### src/rtl/clint_bridge_if.sv
// Bus bundle between the data-side requester, the bridge and the CLINT core.
// The bridge takes the slave view; the requester/CLINT side takes the master view.
interface clint_bridge_if;
    logic        mem_valid;
    logic        mem_instr;
    logic [31:0] mem_addr;
    logic [31:0] mem_wdata;
    logic [3:0]  mem_wstrb;
    logic [31:0] mem_rdata;
    logic        mem_ready;
    logic        mem_error;

    logic        clint_valid;
    logic        clint_instr;
    logic [31:0] clint_addr;
    logic [31:0] clint_wdata;
    logic [3:0]  clint_wstrb;
    logic [31:0] clint_rdata;
    logic        clint_ready;
    logic [63:0] clint_mtime;

    modport master (
        output mem_valid, mem_instr, mem_addr, mem_wdata, mem_wstrb,
        input  mem_rdata, mem_ready, mem_error,
        input  clint_valid, clint_instr, clint_addr, clint_wdata, clint_wstrb,
        output clint_rdata, clint_ready, clint_mtime
    );

    modport slave (
        input  mem_valid, mem_instr, mem_addr, mem_wdata, mem_wstrb,
        output mem_rdata, mem_ready, mem_error,
        output clint_valid, clint_instr, clint_addr, clint_wdata, clint_wstrb,
        input  clint_rdata, clint_ready, clint_mtime
    );
endinterface

### src/rtl/clint_bridge.sv
// CLINT bus front end: one request at a time, address rebasing, timeout errors
// and a snapshot of mtime[63:32] so a low-then-high mtime read cannot tear.
//
// state | meaning
// IDLE  | waiting for mem_valid; faults and shadow hits answered directly
// REQ   | clint_valid high for this one cycle
// WAIT  | waiting for clint_ready or timeout
// RESP  | mem_ready pulse with mem_rdata / mem_error
module clint_bridge #(
    parameter logic [31:0] CLINT_BASE = 32'h0200_0000,
    parameter int unsigned TIMEOUT    = 15
) (
    input  logic          clk,
    input  logic          rst,
    clint_bridge_if.slave bus
);
    localparam logic [1:0]  S_IDLE = 2'd0;
    localparam logic [1:0]  S_REQ  = 2'd1;
    localparam logic [1:0]  S_WAIT = 2'd2;
    localparam logic [1:0]  S_RESP = 2'd3;

    localparam logic [7:0]  TIMEOUT_CNT  = 8'(TIMEOUT);
    localparam logic [31:0] WINDOW       = 32'h0001_0000;
    localparam logic [31:0] OFF_MTIME_LO = 32'h0000_BFF8;
    localparam logic [31:0] OFF_MTIME_HI = 32'h0000_BFFC;

    logic [1:0]  state_q, state_d;
    logic [7:0]  cnt_q, cnt_d;
    logic [31:0] shadow_hi_q, shadow_hi_d;
    logic        shadow_vld_q, shadow_vld_d;

    logic [31:0] mem_rdata_q, mem_rdata_d;
    logic        mem_ready_q, mem_ready_d;
    logic        mem_error_q, mem_error_d;
    logic        clint_valid_q, clint_valid_d;
    logic [31:0] clint_addr_q, clint_addr_d;
    logic [31:0] clint_wdata_q, clint_wdata_d;
    logic [3:0]  clint_wstrb_q, clint_wstrb_d;

    logic [31:0] req_off;
    logic        req_fault;
    logic        req_shadow_hit;
    logic        unused_mtime_lo;

    // Unsigned wrap of the subtraction makes addresses below the base land outside the window too.
    assign req_off        = bus.mem_addr - CLINT_BASE;
    assign req_fault      = bus.mem_instr || (req_off >= WINDOW) || (bus.mem_addr[1:0] != 2'b00);
    assign req_shadow_hit = (req_off == OFF_MTIME_HI) && (bus.mem_wstrb == 4'h0) && shadow_vld_q;

    assign unused_mtime_lo = ^bus.clint_mtime[31:0];

    always_comb begin
        state_d       = state_q;
        cnt_d         = cnt_q;
        shadow_hi_d   = shadow_hi_q;
        shadow_vld_d  = shadow_vld_q;
        mem_rdata_d   = 32'h0;
        mem_ready_d   = 1'b0;
        mem_error_d   = 1'b0;
        clint_valid_d = 1'b0;
        clint_addr_d  = clint_addr_q;
        clint_wdata_d = clint_wdata_q;
        clint_wstrb_d = clint_wstrb_q;

        case (state_q)
            S_IDLE: begin
                if (bus.mem_valid) begin
                    clint_addr_d  = req_off;
                    clint_wdata_d = bus.mem_wdata;
                    clint_wstrb_d = bus.mem_wstrb;
                    if (req_fault) begin
                        state_d     = S_RESP;
                        mem_ready_d = 1'b1;
                        mem_error_d = 1'b1;
                    end else if (req_shadow_hit) begin
                        state_d      = S_RESP;
                        mem_ready_d  = 1'b1;
                        mem_rdata_d  = shadow_hi_q;
                        shadow_vld_d = 1'b0;
                    end else begin
                        state_d       = S_REQ;
                        clint_valid_d = 1'b1;
                    end
                end
            end
            S_REQ: begin
                state_d = S_WAIT;
                cnt_d   = 8'd0;
                if (clint_addr_q == OFF_MTIME_LO && clint_wstrb_q == 4'h0) begin
                    shadow_hi_d  = bus.clint_mtime[63:32];
                    shadow_vld_d = 1'b1;
                end else if (clint_wstrb_q != 4'h0 &&
                             (clint_addr_q == OFF_MTIME_LO || clint_addr_q == OFF_MTIME_HI)) begin
                    shadow_vld_d = 1'b0;
                end
            end
            S_WAIT: begin
                if (bus.clint_ready) begin
                    state_d     = S_RESP;
                    mem_ready_d = 1'b1;
                    mem_rdata_d = bus.clint_rdata;
                end else if (cnt_q == TIMEOUT_CNT) begin
                    state_d     = S_RESP;
                    mem_ready_d = 1'b1;
                    mem_error_d = 1'b1;
                end else begin
                    cnt_d = cnt_q + 8'd1;
                end
            end
            S_RESP: begin
                state_d = S_IDLE;
            end
            default: begin
                state_d = S_IDLE;
            end
        endcase
    end

    always_ff @(posedge clk) begin
        if (!rst) begin
            state_q       <= S_IDLE;
            cnt_q         <= 8'd0;
            shadow_hi_q   <= 32'h0;
            shadow_vld_q  <= 1'b0;
            mem_rdata_q   <= 32'h0;
            mem_ready_q   <= 1'b0;
            mem_error_q   <= 1'b0;
            clint_valid_q <= 1'b0;
            clint_addr_q  <= 32'h0;
            clint_wdata_q <= 32'h0;
            clint_wstrb_q <= 4'h0;
        end else begin
            state_q       <= state_d;
            cnt_q         <= cnt_d;
            shadow_hi_q   <= shadow_hi_d;
            shadow_vld_q  <= shadow_vld_d;
            mem_rdata_q   <= mem_rdata_d;
            mem_ready_q   <= mem_ready_d;
            mem_error_q   <= mem_error_d;
            clint_valid_q <= clint_valid_d;
            clint_addr_q  <= clint_addr_d;
            clint_wdata_q <= clint_wdata_d;
            clint_wstrb_q <= clint_wstrb_d;
        end
    end

    assign bus.mem_rdata   = mem_rdata_q;
    assign bus.mem_ready   = mem_ready_q;
    assign bus.mem_error   = mem_error_q;
    assign bus.clint_valid = clint_valid_q;
    assign bus.clint_instr = 1'b0;
    assign bus.clint_addr  = clint_addr_q;
    assign bus.clint_wdata = clint_wdata_q;
    assign bus.clint_wstrb = clint_wstrb_q;
endmodule

### src/flat_wrapper.sv
// flat-port wrapper written by rule: the top's interface ports become plain ports
module clint_bridge_flat 
#(
    parameter logic [31:0] CLINT_BASE = 32'h0200_0000,
    parameter int unsigned TIMEOUT    = 15
)
  (clk, rst, bus_mem_valid, bus_mem_instr, bus_mem_addr, bus_mem_wdata, bus_mem_wstrb, bus_mem_rdata, bus_mem_ready, bus_mem_error, bus_clint_valid, bus_clint_instr, bus_clint_addr, bus_clint_wdata, bus_clint_wstrb, bus_clint_rdata, bus_clint_ready, bus_clint_mtime);
  clint_bridge_if bus_i ();
  input  logic clk;
  input  logic rst;
  input wire logic [$bits(bus_i.mem_valid)-1:0] bus_mem_valid;
  input wire logic [$bits(bus_i.mem_instr)-1:0] bus_mem_instr;
  input wire logic [$bits(bus_i.mem_addr)-1:0] bus_mem_addr;
  input wire logic [$bits(bus_i.mem_wdata)-1:0] bus_mem_wdata;
  input wire logic [$bits(bus_i.mem_wstrb)-1:0] bus_mem_wstrb;
  output wire logic [$bits(bus_i.mem_rdata)-1:0] bus_mem_rdata;
  output wire logic [$bits(bus_i.mem_ready)-1:0] bus_mem_ready;
  output wire logic [$bits(bus_i.mem_error)-1:0] bus_mem_error;
  output wire logic [$bits(bus_i.clint_valid)-1:0] bus_clint_valid;
  output wire logic [$bits(bus_i.clint_instr)-1:0] bus_clint_instr;
  output wire logic [$bits(bus_i.clint_addr)-1:0] bus_clint_addr;
  output wire logic [$bits(bus_i.clint_wdata)-1:0] bus_clint_wdata;
  output wire logic [$bits(bus_i.clint_wstrb)-1:0] bus_clint_wstrb;
  input wire logic [$bits(bus_i.clint_rdata)-1:0] bus_clint_rdata;
  input wire logic [$bits(bus_i.clint_ready)-1:0] bus_clint_ready;
  input wire logic [$bits(bus_i.clint_mtime)-1:0] bus_clint_mtime;
  assign bus_i.mem_valid = bus_mem_valid;
  assign bus_i.mem_instr = bus_mem_instr;
  assign bus_i.mem_addr = bus_mem_addr;
  assign bus_i.mem_wdata = bus_mem_wdata;
  assign bus_i.mem_wstrb = bus_mem_wstrb;
  assign bus_mem_rdata = bus_i.mem_rdata;
  assign bus_mem_ready = bus_i.mem_ready;
  assign bus_mem_error = bus_i.mem_error;
  assign bus_clint_valid = bus_i.clint_valid;
  assign bus_clint_instr = bus_i.clint_instr;
  assign bus_clint_addr = bus_i.clint_addr;
  assign bus_clint_wdata = bus_i.clint_wdata;
  assign bus_clint_wstrb = bus_i.clint_wstrb;
  assign bus_i.clint_rdata = bus_clint_rdata;
  assign bus_i.clint_ready = bus_clint_ready;
  assign bus_i.clint_mtime = bus_clint_mtime;
  clint_bridge #(.CLINT_BASE(CLINT_BASE), .TIMEOUT(TIMEOUT)) u_core (.clk(clk), .rst(rst), .bus(bus_i));
endmodule
### config.mk
export PLATFORM = sky130hd
export DESIGN_NAME = clint_bridge_flat
export DESIGN_NICKNAME = d
export VERILOG_FILES = /design/src/rtl/clint_bridge_if.sv /design/src/rtl/clint_bridge.sv /design/src/flat_wrapper.sv
export SDC_FILE = /design/constraint.sdc
export NUM_CORES = 1
export LEC_CHECK = 0
export BUFFER_PORTS_ARGS = -buffer_cell sky130_fd_sc_hd__buf_2
export CORE_ASPECT_RATIO = 0.7
export CORE_UTILIZATION = 45
export DETAILED_ROUTE_END_ITERATION = 7
export PLACE_DENSITY = 0.85
export REMOVE_ABC_BUFFERS = 1
export SLEW_MARGIN = 20
export SYNTH_ARGS = -nofsm -noshare
export SYNTH_HDL_FRONTEND = slang
export SYNTH_SLANG_ARGS = --single-unit
### constraint.sdc
create_clock -name clk -period 2.9 [get_ports clk]
set_clock_uncertainty 0.05 [all_clocks]
set_input_delay 0.435 -clock clk [delete_from_list [all_inputs] [get_ports clk]]
set_output_delay 0.435 -clock clk [all_outputs]
set_load 0.01 [all_outputs]
==> reports/qor.yml, run 1 <==
global_route:
  grt_antenna_before_repair: 0
  grt_start_max_net_pins: 54
  grt_pass1_wl_mm: 25.4
  grt_usage_pct: 23.7
  vias_in_the_first_global_route: 5241
  overflow: 0
floorplan:
  height_of_the_chip_um: 97.3
  core_box_area_um2: 12500
  floorplan.initialDensity_pct: 46.5
  io_pins: 273
  row_count: 34
  floorplan.die_area_um2: 13400
  die_width_um: 138
sta:
  peak_freq_ghz: 0.394
  fin_tns_setup_ns: 0
  setup_violations: 0
  finalHoldViolations: 0
  max-slew-margin-rel_pct: 59.2
  timing.final.crit_period_ns: 2.54
  unrepaired_setup_endpoints_after_global_routing: "no"
  worst_slew_pin_slew_ns: 0.606
  slew_violations: 0
  final.period_utilization_pct: 87.5
cells_and_area:
  area_of_all_sequential_standard_cells_um2: 2920
  multi_input_area_um2: 2710
  final.fill_count: 1106
  insertedDiodeCount: 0
  final_instance_area_um2: 7810
  share_of_layout_cells_above_drive_strength_1_pct: 32.2
  area_growth_pct: 33.8
  mostFrequentLayoutCell: "sky130_fd_sc_hd__buf_2"
  final_cell_mix: "sky130_fd_sc_hd__buf_2, sky130_fd_sc_hd__dfxtp_1, sky130_fd_sc_hd__nand2_1"
  design.final.nets: 1046
yosys:
  avg_cell_area_syn_um2: 9.05
  yosys_top_cell_area_share_pct: 50.1
  synth_enable_flop_cells: 0
  synthesis.area_um2: 5840
  yosysWarnings: 0
  part_of_the_yosys_area_used_for_sequential_elements_pct: 50.1
  synthTopCellsByArea: "sky130_fd_sc_hd__dfxtp_1, sky130_fd_sc_hd__nand2_1, sky130_fd_sc_hd__a21boi_0"
  ys_async_sr_fraction_pct: 0
  post_synthesis_cell_type_count: 49
  synthCells: 645
  ys.flop_type: "sky130_fd_sc_hd__dfxtp_1"
  synth_seq_cells: 146
  synth_area_leader_cell: "sky130_fd_sc_hd__dfxtp_1"
detailed_routing:
  drt_pre_antenna_iters: 7
  num_vias: 5309
  post_drt_wl_per_cell_um: 15.0
  routed_wl_mm: 15.7
  ant_nets: 0
  vias_per_std_cell: 5.07
  post-route-drc-count: 16
  dr.first_iter.drc_count: 272
worst_setup_path:
  r2r-start: "u_core.bus.clint_addr[22]$_SDFFE_PN0P_"
  path_cells: "or4_1 > nor4_1 > nand4_1 > nor3_4 > buf_12 > mux2i_1 > nor2b_1"
  r2r_end: "u_core.shadow_hi_q[8]$_SDFFE_PN0P_"
  cp_data_required_time_ns: 3.14
  r2r.worst_path.cells: 7
  timing.setup.critical_path_class: "flop to flop"
  critical_path.n_buffers_inverters: 1
  slowest_delay_ns: 0.57
  crit_path_top_delay_cell: "sky130_fd_sc_hd__or4_1"
  timing.critical_path.to_type: "flop"
  ff2ff_setup_slack_ns: 0.36
  endpoint_arrival_time_on_the_critical_path_ns: 2.77
  critical-path-top-delay-family: "simple AND/OR/NAND/NOR gates"
  crit_path_start_kind: "flop"
  cp_max_fo: 32
min_path:
  hold_ep: "u_core.bus.clint_wdata[7]$_SDFFE_PN0P_"
  timing.hold.worst_path_depth: 3
  min-delay-start: "bus_mem_wdata[7]"
  hold_path_class: "input port to flop"
cts:
  cts_root_buffer: "sky130_fd_sc_hd__clkbuf_16"
  cts_made_buffers: 17
  clock_tree.htree_level_count: 4
  clock_path_buffers: 2
  cts.hold.buffers_added: 0
  post_cts.repair.setup_buffers: 0
  clkSinkCount: 146
  clock_latency_ns: 0.41
  cts-resized-gates: 0
  clk_pin_slew_worst_paths_ns: 0.07
  clock_tree_from_tritoncts: "built"
placement:
  place.detailed.hpwl_mm: 11.4
  post_placement_cell_area_um2: 7190
  globalplace.congestion: 0.824
  place.port_buffers: 239
run_status:
  outcome: "complete, but fails checks"
  violated_checks: "design-rule violations"
power_and_ir_drop:
  leakage_power_figure_uw: 0.00341
  total_power_uw: 6120
  power_density_over_the_cells_nw_per_um2: 783
  worst_ir_drop_vdd_mv: 0.479
job:
  cap_viol_max_count: 0
==> state kept, by name (all words and copies together) (netlist names), 2 cells and up <==
register	flops
u_core.bus.clint_wdata	32
u_core.bus.mem_rdata	32
u_core.bus.clint_wstrb	4
u_core.bus.clint_addr	32
u_core.shadow_hi_q	32
u_core.state_q	2
u_core.cnt_q	8
==> how the worst max path moves through the flow <==
stage | from | endpoint | slack [ns] | cells after the start
2_1_floorplan | u_core.state_q[0]$_SDFFE_PN0P_ | u_core.bus.mem_rdata[0]$_SDFF_PN0_ | -1.50 | 7
3_3_place_gp | u_core.bus.clint_addr[22]$_SDFFE_PN0P_ | u_core.shadow_hi_q[19]$_SDFFE_PN0P_ | 0.42 | 7
3_5_place_dp | u_core.bus.clint_addr[22]$_SDFFE_PN0P_ | u_core.shadow_hi_q[8]$_SDFFE_PN0P_ | 0.36 | 7
4_1_cts | u_core.bus.clint_addr[22]$_SDFFE_PN0P_ | u_core.shadow_hi_q[8]$_SDFFE_PN0P_ | 0.34 | 7
5_1_grt | u_core.bus.clint_addr[22]$_SDFFE_PN0P_ | u_core.shadow_hi_q[8]$_SDFFE_PN0P_ | 0.25 | 7
6_report | u_core.bus.clint_addr[22]$_SDFFE_PN0P_ | u_core.shadow_hi_q[8]$_SDFFE_PN0P_ | 0.36 | 7
==> Yosys cell counts, drive strengths merged (2+ instances only) <==
cell type	number
nor4	14
nand4b	3
mux2i	33
nor2	48
and3	4
buf	9
nand3	5
and2	4
or2	2
nor4b	3
a22oi	34
a21oi	5
nor2b	36
xor2	6
ha	5
nand2	133
nand2b	2
nand4	9
dfxtp	146
a31oi	2
xnor2	3
clkbuf	33
nor3	7
o21ai	5
a21boi	62
inv	10
o211a	6
==> final cells by class <==
class	count	share of cell area, %
Inverter	10	0.480
Clock buffer	18	5.49
Multi-Input combinational cell	447	34.7
Sequential cell	146	37.4
Tap cell	162	2.59
Timing Repair Buffer	250	16.8
Clock inverter	14	2.47
==> layer usage <==
metal,track usage [%],up-vias,part of all wire [%]
met5,0,-,0
met1,29.5,2454,45
met3,6.65,18,6.5
li1,-,2669,-
met4,9.33,0,1.8
met2,38.8,168,47
==> power breakdown <==
| group | total (µW) | switching, µW | internal, µW |
|---|---|---|---|
| clock network | 2290 | 905 | 1390 |
| registers | 2400 | 144 | 2250 |
| logic | 1430 | 883 | 550 |
| total | 6120 | 1930 | 4190 |
==> stage by stage <==
step / setup WS (ns) / hold slack, ns / utilization (%) / instances
after floorplan: -1.50 / 0.398 / - / 603
after global placement: 0.422 / 0.397 / 57.3 / 1015
after detailed placement: 0.363 / 0.404 / 57.3 / 1015
after CTS: 0.340 / 0.202 / 62.3 / 1047
after global routing: 0.247 / 0.207 / 62.3 / 1047
final: 0.363 / 0.215 / 62.3 / 1047
==> cell families (layout without fill, tap and decap cells) <==
logic type	count (synthesis)	count (layout)	synth area share (%)
buf+inv	52	292	3.81
xor+xnor	9	9	1.35
other cells	1	1	0.0642
compound gates	121	121	15.5
flops	146	146	50.1
mux	33	33	5.66
fa+ha+maj	5	5	1.07
simple gates	278	278	22.5
==> tightest hold or removal path: stages <==
cell and delay [ns]:
sky130_fd_sc_hd__buf_2 0.09, sky130_fd_sc_hd__nand2_1 0.04, sky130_fd_sc_hd__a21boi_0 0.06
No activity file was read; power rests on OpenSTA's default activity.
==> run 2, diff against run 1 <==
==> constraint.sdc (replaced) <==
create_clock -name clk -period 3.1 [get_ports clk]
set_clock_uncertainty 0.05 [all_clocks]
set_input_delay 0.465 -clock clk [delete_from_list [all_inputs] [get_ports clk]]
set_output_delay 0.465 -clock clk [all_outputs]
set_load 0.01 [all_outputs]
==> run 2 against run 1 <==
Against the previous run:
- the run still ends with design-rule violations left
- critical path depth unchanged
- register-to-register slack gained 0.09 ns
- sequential power shrank 7%
- first-iteration DRC count increased by 18%
- final area barely moved
- flip-flop and latch count is the same
- die area stayed put
- combinational power down 7%
- largest power group unchanged
- highest routed layer unchanged
==> reports/qor.yml, run 2 (synthesized netlist as in run 1, its figures left out) <==
run_status:
  outcome: "complete, but fails checks"
  violated_checks: "design-rule violations"
detailed_routing:
  num_vias: 5289  # -0.38%
  post-route-drc-count: 16  # unchanged
  routed_wl_mm: 15.9  # +1.6%
  ant_nets: 0  # unchanged
  drt_pre_antenna_iters: 7  # unchanged
  dr.first_iter.drc_count: 321  # +18%
  vias_per_std_cell: 5.06  # -0.28%
  post_drt_wl_per_cell_um: 15.2  # +1.7%
cts:
  cts_root_buffer: "sky130_fd_sc_hd__clkbuf_16"
  clock_tree.htree_level_count: 4  # unchanged
  post_cts.repair.setup_buffers: 0  # unchanged
  cts-resized-gates: 0  # unchanged
  clock_path_buffers: 2  # unchanged
  cts.hold.buffers_added: 0  # unchanged
  clock_latency_ns: 0.41  # about the same
  cts_made_buffers: 17  # unchanged
  clkSinkCount: 146  # unchanged
  clock_tree_from_tritoncts: "built"
  clk_pin_slew_worst_paths_ns: 0.07  # about the same
placement:
  place.port_buffers: 239  # unchanged
  globalplace.congestion: 0.833  # +1.2%
  post_placement_cell_area_um2: 7180  # -0.17%
  place.detailed.hpwl_mm: 11.5  # +1.4%
  placed_cells_incl_taps: 1015  # unchanged
global_route:
  grt_antenna_before_repair: 0  # unchanged
  grt_pass1_wl_mm: 25.8  # +1.7%
  grt_usage_pct: 24.1  # +0.43 points
  grt_start_max_net_pins: 53  # -1.9%
  overflow: 0  # unchanged
  vias_in_the_first_global_route: 5215  # -0.50%
worst_setup_path:
  cp_data_required_time_ns: 3.39  # +0.25 ns
  startpoint: "u_core.bus.clint_addr[22]$_SDFFE_PN0P_"
  cp_max_fo: 33  # +3.1%
  r2r.worst_path.cells: 7  # unchanged
  crit_path_start_kind: "flop"
  r2r-start: "u_core.bus.clint_addr[22]$_SDFFE_PN0P_"
  ff2ff_setup_slack_ns: 0.46  # +0.09 ns
  r2r_end: "u_core.shadow_vld_q$_SDFFE_PN0P_"
  endpoint_arrival_time_on_the_critical_path_ns: 2.93  # +0.16 ns
  path_cells: "or4_1 > nor4_1 > nand4_1 > nor3_4 > buf_12 > or3b_1 > a21boi_1"
  timing.setup.critical_path_class: "flop to flop"
  crit_path_top_delay_cell: "sky130_fd_sc_hd__or4_1"
  slowest_delay_ns: 0.57  # about the same
  timing.critical_path.to_type: "flop"
  timing.critical_path.to: "u_core.shadow_vld_q$_SDFFE_PN0P_"
sta:
  finalHoldViolations: 0  # unchanged
  max-slew-margin-rel_pct: 43.0  # -16 points
  unrepaired_setup_endpoints_after_global_routing: "no"
  setup_violations: 0  # unchanged
  final.period_utilization_pct: 85.3  # -2.2 points
  worst_slew_pin_slew_ns: 0.852  # +0.246 ns
  slew_violations: 0  # unchanged
  peak_freq_ghz: 0.378  # -4.0%
  timing.final.crit_period_ns: 2.64  # +0.106 ns
power_and_ir_drop:
  worst_ir_drop_vdd_mv: 0.437  # -8.7%
  total_power_uw: 5760  # -5.9%
  power_density_over_the_cells_nw_per_um2: 738  # -5.8%
  leakage_power_figure_uw: 0.00340  # -0.11%
cells_and_area:
  post_layout_nonfiller_instances: 1046  # -0.096%
  final_instance_area_um2: 7810  # about the same
  insertedDiodeCount: 0  # unchanged
  share_of_layout_cells_above_drive_strength_1_pct: 32.2  # +0.036 points
  final_cell_mix: "sky130_fd_sc_hd__buf_2, sky130_fd_sc_hd__dfxtp_1, sky130_fd_sc_hd__nand2_1"
  design.final.nets: 1046  # unchanged
  final.fill_count: 1076  # -2.7%
  area_growth_pct: 33.8  # about the same
  mostFrequentLayoutCell: "sky130_fd_sc_hd__buf_2"
floorplan:
  floorplan.initialDensity_pct: 46.5  # unchanged
  row_count: 34  # unchanged
  die_width_um: 138  # unchanged
  io_pins: 273  # unchanged
  height_of_the_chip_um: 97.3  # unchanged
  core_box_area_um2: 12500  # unchanged
  floorplan.die_area_um2: 13400  # unchanged
job:
  cap_viol_max_count: 0  # unchanged
min_path:
  hold_path_class: "input port to flop"
-- run 2: metrics by stage --
stage	setup TNS (ns)	hold slack [ns]	utilization [%]	worst slack [ns]
after floorplan	-81.36	0.398	-	-1.30
after global placement	0	0.397	57.2	0.490
after detailed placement	0	0.403	57.2	0.472
after CTS	0	0.232	62.2	0.437
after global routing	0	0.240	62.2	0.350
final	0	0.243	62.2	0.457
-- run 2: layout make-up --
cell class | count | area (µm²) | area share (%)
Inverter | 10 | 37.5 | 0.481
Tap cell | 162 | 203 | 2.60
Multi-Input combinational cell | 447 | 2710 | 34.7
Clock inverter | 14 | 204 | 2.61
Clock buffer | 17 | 425 | 5.45
Timing Repair Buffer | 250 | 1300 | 16.7
Sequential cell | 146 | 2920 | 37.4
-- run 2: worst min path at each step --
stage | start | endpoint | slack, ns | cells past startpoint
final | bus_mem_wdata[7] | u_core.bus.clint_wdata[7]$_SDFFE_PN0P_ | 0.24 | 3
after detailed placement | u_core.bus.clint_wdata[1]$_SDFFE_PN0P_ | u_core.bus.clint_wdata[1]$_SDFFE_PN0P_ | 0.40 | 2
after floorplan | u_core.shadow_vld_q$_SDFFE_PN0P_ | u_core.shadow_vld_q$_SDFFE_PN0P_ | 0.40 | 2
after global routing | bus_mem_wdata[3] | u_core.bus.clint_wdata[3]$_SDFFE_PN0P_ | 0.24 | 3
after global placement | u_core.bus.clint_wdata[19]$_SDFFE_PN0P_ | u_core.bus.clint_wdata[19]$_SDFFE_PN0P_ | 0.40 | 2
after CTS | bus_mem_wdata[3] | u_core.bus.clint_wdata[3]$_SDFFE_PN0P_ | 0.23 | 3
-- run 2: critical path, delay by kind of cell (launching register included) --
kind	cells	cell delay (ns)
AO/OA/AOI/OAI	1	0.14
buffers and inverters	1	0.26
flip-flops	1	0.31
AND/OR/NAND/NOR	5	1.79
-- run 2: per-layer routing --
metal	share of wire [%]	up-vias	track usage [%]
met4	0.62	0	6.48
met1	45	2457	30.1
met5	0	-	0
met2	48	169	40.7
li1	-	2655	-
met3	6.6	8	7.00
-- run 2: report_power, final --
| part | internal [µW] | switching (µW) |
|---|---|---|
| Sequential | 2110 | 137 |
| Combinational | 503 | 831 |
| Clock | 1360 | 828 |
| Total | 3970 | 1800 |
